`src/rtl/lfsr_gen.sv`:
```
// rtl/lfsr_gen.sv - Fibonacci/Galois LFSR with seed load, lock-up recovery and period measurement
module lfsr_gen #(
  parameter int               WIDTH  = 4,
  parameter logic [WIDTH-1:0] TAPS   = 4'b1100,
  parameter bit               GALOIS = 1'b0
) (
  input  logic             clk,
  input  logic             rst,
  input  logic             sel,
  input  logic             en,
  input  logic [WIDTH-1:0] seed,
  output logic [WIDTH-1:0] state,
  output logic             serial_out,
  output logic [WIDTH-1:0] period,
  output logic             period_valid,
  output logic             lockup
);

  localparam logic [WIDTH-1:0] ONE = {{(WIDTH-1){1'b0}}, 1'b1};

  logic [WIDTH-1:0] ref_state;
  logic [WIDTH-1:0] cnt;
  logic [WIDTH-1:0] step_next;
  logic [WIDTH-1:0] cnt_inc;
  logic             state_zero;

  always_comb begin
    step_next = '0;
    if (GALOIS)
      step_next = {state[WIDTH-2:0], 1'b0} ^ (state[WIDTH-1] ? TAPS : '0);
    else
      step_next = {state[WIDTH-2:0], ^(state & TAPS)};
  end

  // cnt_inc doubles as the saturated period value on a match.
  assign cnt_inc    = (cnt == '1) ? cnt : cnt + ONE;
  assign state_zero = (state == '0);
  assign serial_out = state[WIDTH-1];

  always_ff @(posedge clk or posedge rst) begin
    if (rst) begin
      state        <= '0;
      ref_state    <= '0;
      cnt          <= '0;
      period       <= '0;
      period_valid <= 1'b0;
      lockup       <= 1'b0;
    end else begin
      period_valid <= 1'b0;
      if (!sel) begin
        state     <= seed;
        ref_state <= seed;
        cnt       <= '0;
        lockup    <= 1'b0;
      end else if (en) begin
        if (state_zero) begin
          // Escape the all-zero trap and restart measurement from the new state.
          state     <= ONE;
          ref_state <= ONE;
          cnt       <= '0;
          lockup    <= 1'b1;
        end else begin
          state <= step_next;
          if (step_next == ref_state) begin
            period       <= cnt_inc;
            period_valid <= 1'b1;
            cnt          <= '0;
          end else begin
            cnt <= cnt_inc;
          end
        end
      end
    end
  end

endmodule
```
`config.mk`:
```
export PLATFORM = sky130hd
export DESIGN_NAME = lfsr_gen
export DESIGN_NICKNAME = d
export VERILOG_FILES = /design/src/rtl/lfsr_gen.sv
export SDC_FILE = /design/constraint.sdc
export NUM_CORES = 1
export LEC_CHECK = 0
export CORE_AREA = 2 2 51 48
export DETAILED_ROUTE_END_ITERATION = 10
export DIE_AREA = 0 0 53 50
export PLACE_DENSITY = 0.79
export SYNTH_ARGS = -nofsm -noshare
export SYNTH_HDL_FRONTEND = slang
export SYNTH_SLANG_ARGS = --single-unit
```
`constraint.sdc`:
```
create_clock -name clk -period 1.69 [get_ports clk]
set_input_delay 0.338 -clock clk [delete_from_list [all_inputs] [get_ports clk]]
set_output_delay 0.338 -clock clk [all_outputs]
set_load 0.02 [all_outputs]
```
After elaboration in Yosys (flattened, before gate mapping). Cells that the tools add are included.

Register bits after elaboration: 18.

Muxes and demuxes: 18. Add/sub/neg operators: 1. Equality and inequality tests: 4. Reduce and logical (&&, ||, !) cells: 4. Bitwise operators: 1.

Operator list (count): 4-bit 2-to-1 mux (11); 1-bit 2-to-1 mux (7); 4-bit by 1-bit adder with 4-bit output (second input constant) (1); 4-bit equality test (1); 4-bit equality test (second input constant) (1); 4-bit logical NOT (1); 2-bit by 1-bit != test with 1-bit output (second input constant) (2); 4-bit AND reduction (1); 4-bit parity (1); 2-bit AND reduction (1); 1-bit NOT (1).

Logic depth before layout (Yosys ltp).
Depth in word-level cells: 6. Depth in mapped cells: 6.

Worst setup path after synthesis. Ideal clock, no wire load.

Path type: register to register. Start: reg state[2]. End: reg period[0]. Stages on the path, launching flop included: 7. Data required time: 1.565 ns. Buffers on the path: 0. Slack: -0.107 ns. Arrival time: 1.672 ns. Period minus slack after synthesis: 1.797 ns. Cell sequence: dfrtp_1 -> inv_1 -> ha_1 -> xor2_1 -> nor4_4 -> nand2b_2 -> mux2_4.

Cells in the longest elaborated chain, start to end: 3. Elaborated cells on any way between the ends: 5. Those cells by class: eq/ne: 1; bitwise: 1; reduce/logical: 3.

Ends and longest elaborated chain: start: declaration (RTL line 12) `output logic [WIDTH-1:0] state,`; start signal: assignment (RTL line 63) `state <= step_next;`; 4-bit parity / 4-bit logical NOT (equally long branches) (RTL line 32, 37); 4-bit equality test / 1-bit NOT (equally long branches); 4-bit AND reduction (no source line) *; end signal: assignment (RTL line 65) `period <= cnt_inc;`; end: declaration (RTL line 14) `output logic [WIDTH-1:0] period,`.

Every way passes the cells marked *; elsewhere a longest branch is shown, timed or not. A chain may end at the register's enable or synchronous reset.

Worst setup path in the final report.
Start: reg period[1]. End: out period[1].

No word-level cell between the ends.

==> results.json <==
{
  "cts_buffers": 3,
  "p_per_area_mw_per_mm2": 946,
  "ios": 19,
  "ys_ff_latch": 18,
  "worst_slew_pin_slew_ns": 0.297,
  "irDropWorstVdd_mv": 0.561,
  "dr.first_iter.drc_count": 14,
  "avgViaCountPerCell": 4.95,
  "coreArea_mm2": 0.00210,
  "critPathMaxStageDelay_ns": 0.61,
  "reg2reg_to": "period[0]",
  "synth.distinct_cells": 20,
  "slew_viol_final": 0,
  "synth_top_family_by_area": "multiplexers",
  "cts_root_buffer": "clkbuf_4",
  "endpoint_kind": "output pin",
  "netlist_instances": 77,
  "synth-simple-area-share_pct": 10.1,
  "fin_crit_sh_pct": 96.0,
  "nFillCells": 188,
  "hp-class": "in -> async",
  "firstDrtPassIters": 4,
  "ys_warn_count": 0,
  "die_area_mm2": 0.00265,
  "setup_viol": 0,
  "critical_path_class": "reg -> out",
  "overflow": 0,
  "path_buf_inv": 1,
  "p_leak_nw": 0.579,
  "finalWirelength_um": 1730,
  "antenna_found_initial": 0,
  "grt_usage_pct": 15.2,
  "period_minus_slack_ns": 1.62,
  "slew_headroom_pct": 80.1,
  "grt_pass1_vias": 661,
  "critPathTopFamily": "buffers and inverters",
  "syn-cell-area_um2": 877,
  "cp_slowest_cell": "clkdlybuf4s50_1",
  "ctsHoldBuffers": 0,
  "synth_compound_area_share_pct": 12.6,
  "initial_utilization_pct": 41.7,
  "die_w_um": 53,
  "max_clock_freq_mhz": 616,
  "nets": 114,
  "seq_area_um2": 453,
  "drc": 0,
  "rsz0062_at_grt": "no",
  "ff2ff_path_depth": 5,
  "synth_nets": 87,
  "p_clk_share_pct": 24.2,
  "ctsResizeCount": 5,
  "outcome": "finished clean",
  "p_int_mw": 0.783,
  "fin_cells": 130,
  "grt_pass1_wl_um": 2900,
  "grt_max_degree": 19,
  "antenna_cells": 0,
  "path_cells": "clkdlybuf4s50_1",
  "placedCellCount": 126,
  "clock_latency_ns": 0.30,
  "area_growth_syn_to_layout_pct": 35.0,
  "syn_area_per_cell_um2": 11.4,
  "r2r_start": "state[2]",
  "final_common_cell": "dfrtp_1",
  "die_h_um": 50,
  "synthAdderAreaFrac_pct": 2.85,
  "seq_power_share_pct": 46.6,
  "htree_num_levels": 1,
  "synth_mux_area_share_pct": 12.7,
  "io_buffers": 18,
  "switchingPower_mw": 0.337,
  "worstPathMaxFanout": 2,
  "clk_pin_slew_worst_paths_ns": 0.11,
  "hold-worst-slack_ns": 0.334,
  "p_sw_share_pct": 30.0,
  "cts_tree": "done",
  "vias": 643,
  "cp.required_ns": 1.35,
  "layout_common_cells": "dfrtp_1 (16), clkdlybuf4s50_1 (13), nor2_1 (9)",
  "cts_sinks": 18,
  "pwr-share-comb_pct": 29.2,
  "synth-xor-area-share_pct": 4.99,
  "rows": 16,
  "ys_seq_area_share_pct": 51.4,
  "place.gp.congestion": 0.820,
  "post-dp-hpwl_um": 1360,
  "ant_nets": 0,
  "wire_per_inst_um": 13.3,
  "cts_setup_buffers": 0,
  "cap_violations": 0,
  "finClkSkew_ns": 0.00943,
  "drive_above_1_share_pct": 23.3,
  "final_hold_viol_count": 0,
  "multi_input_area_um2": 404,
  "critPathArrivalTime_ns": 1.29,
  "r2r_slack_ns": 0.08,
  "cts_buffer_depth": 2,
  "crit_path_start_kind": "flip-flop"
}
-- tightest hold or removal path: stages --
cell and delay (ns):
clkdlybuf4s50_1 0.40, inv_1 0.05, buf_4 0.24
-- per-stage QoR --
step           total power [mW]  setup WS [ns]  util, %  TNS (ns)  instance area, um^2
2_1_floorplan             0.729       -0.00523        -   -0.0209                  905
3_3_place_gp              0.863         0.0351     54.9         0                 1150
3_5_place_dp              0.871        0.00726     54.9         0                 1150
4_1_cts                    1.13         0.0623     56.3         0                 1180
5_1_grt                    1.17         0.0257     56.3         0                 1180
6_report                   1.12         0.0668     56.3         0                 1180
-- kinds of logic (layout without fill, tap and decap cells) --
group,after synthesis,after routing
XOR/XNOR,5,5
buffers and inverters,11,37
AND/OR/NAND/NOR,16,16
AO/OA/AOI/OAI,16,16
flip-flops,18,18
adder cells (fa/ha/maj),2,2
multiplexers,9,9
-- worst max-delay path by stage --
stage          startpoint  slack [ns]   endpoint  cells after the start
6_report        period[1]        0.07  period[1]                      1
3_3_place_gp     state[3]        0.04  period[3]                      6
2_1_floorplan    state[2]      -0.005  period[0]                      6
5_1_grt         period[1]        0.03  period[1]                      1
3_5_place_dp           en       0.007  period[2]                      5
4_1_cts         period[1]        0.06  period[1]                      1
-- flip-flops by register name (all words and copies together) (netlist names) --
register,cells
cnt,4
ref_state,4
period,4
state,4
period_valid,1
lockup,1
-- cells in the mapped netlist, drive strengths merged --
cell / number / area [um^2]
dfrtp: 18 / 450
nor2: 9 / 33.8
inv: 8 / 30.0
a21oi: 7 / 35.0
a22o: 7 / 61.3
mux2: 5 / 71.3
xor2: 5 / 43.8
mux2i: 4 / 40.0
buf: 3 / 17.5
ha: 2 / 25.0
nand3: 2 / 10.0
a21o: 1 / 7.51
a31oi: 1 / 6.26
and3: 1 / 6.26
nand2: 1 / 3.75
nand2b: 1 / 8.76
nor3: 1 / 5.00
nor4: 1 / 21.3
-- power groups by stage --
stage | Combinational (mW) | Clock (mW) | Sequential, mW
2_1_floorplan | 0.158 | 0 | 0.571
3_3_place_gp | 0.333 | 0 | 0.530
3_5_place_dp | 0.340 | 0 | 0.531
4_1_cts | 0.331 | 0.271 | 0.523
5_1_grt | 0.353 | 0.291 | 0.529
6_report | 0.327 | 0.271 | 0.522
-- final cells by class --
class | count | share of cell area, %
flip-flops and latches | 18 | 38.3
inverters | 8 | 2.54
well taps | 27 | 2.85
multi-input cells | 48 | 34.1
repair buffers | 25 | 19.1
clock buffers | 4 | 3.07
-- per-layer routing --
layer	track usage [%]	wire, um	vias to the layer above
met5	0	0	-
met4	6.84	34	0
met3	3.03	80	5
met2	22.1	804	23
met1	21.5	812	302
li1	-	-	313
Power figures use the tool's default switching activity.
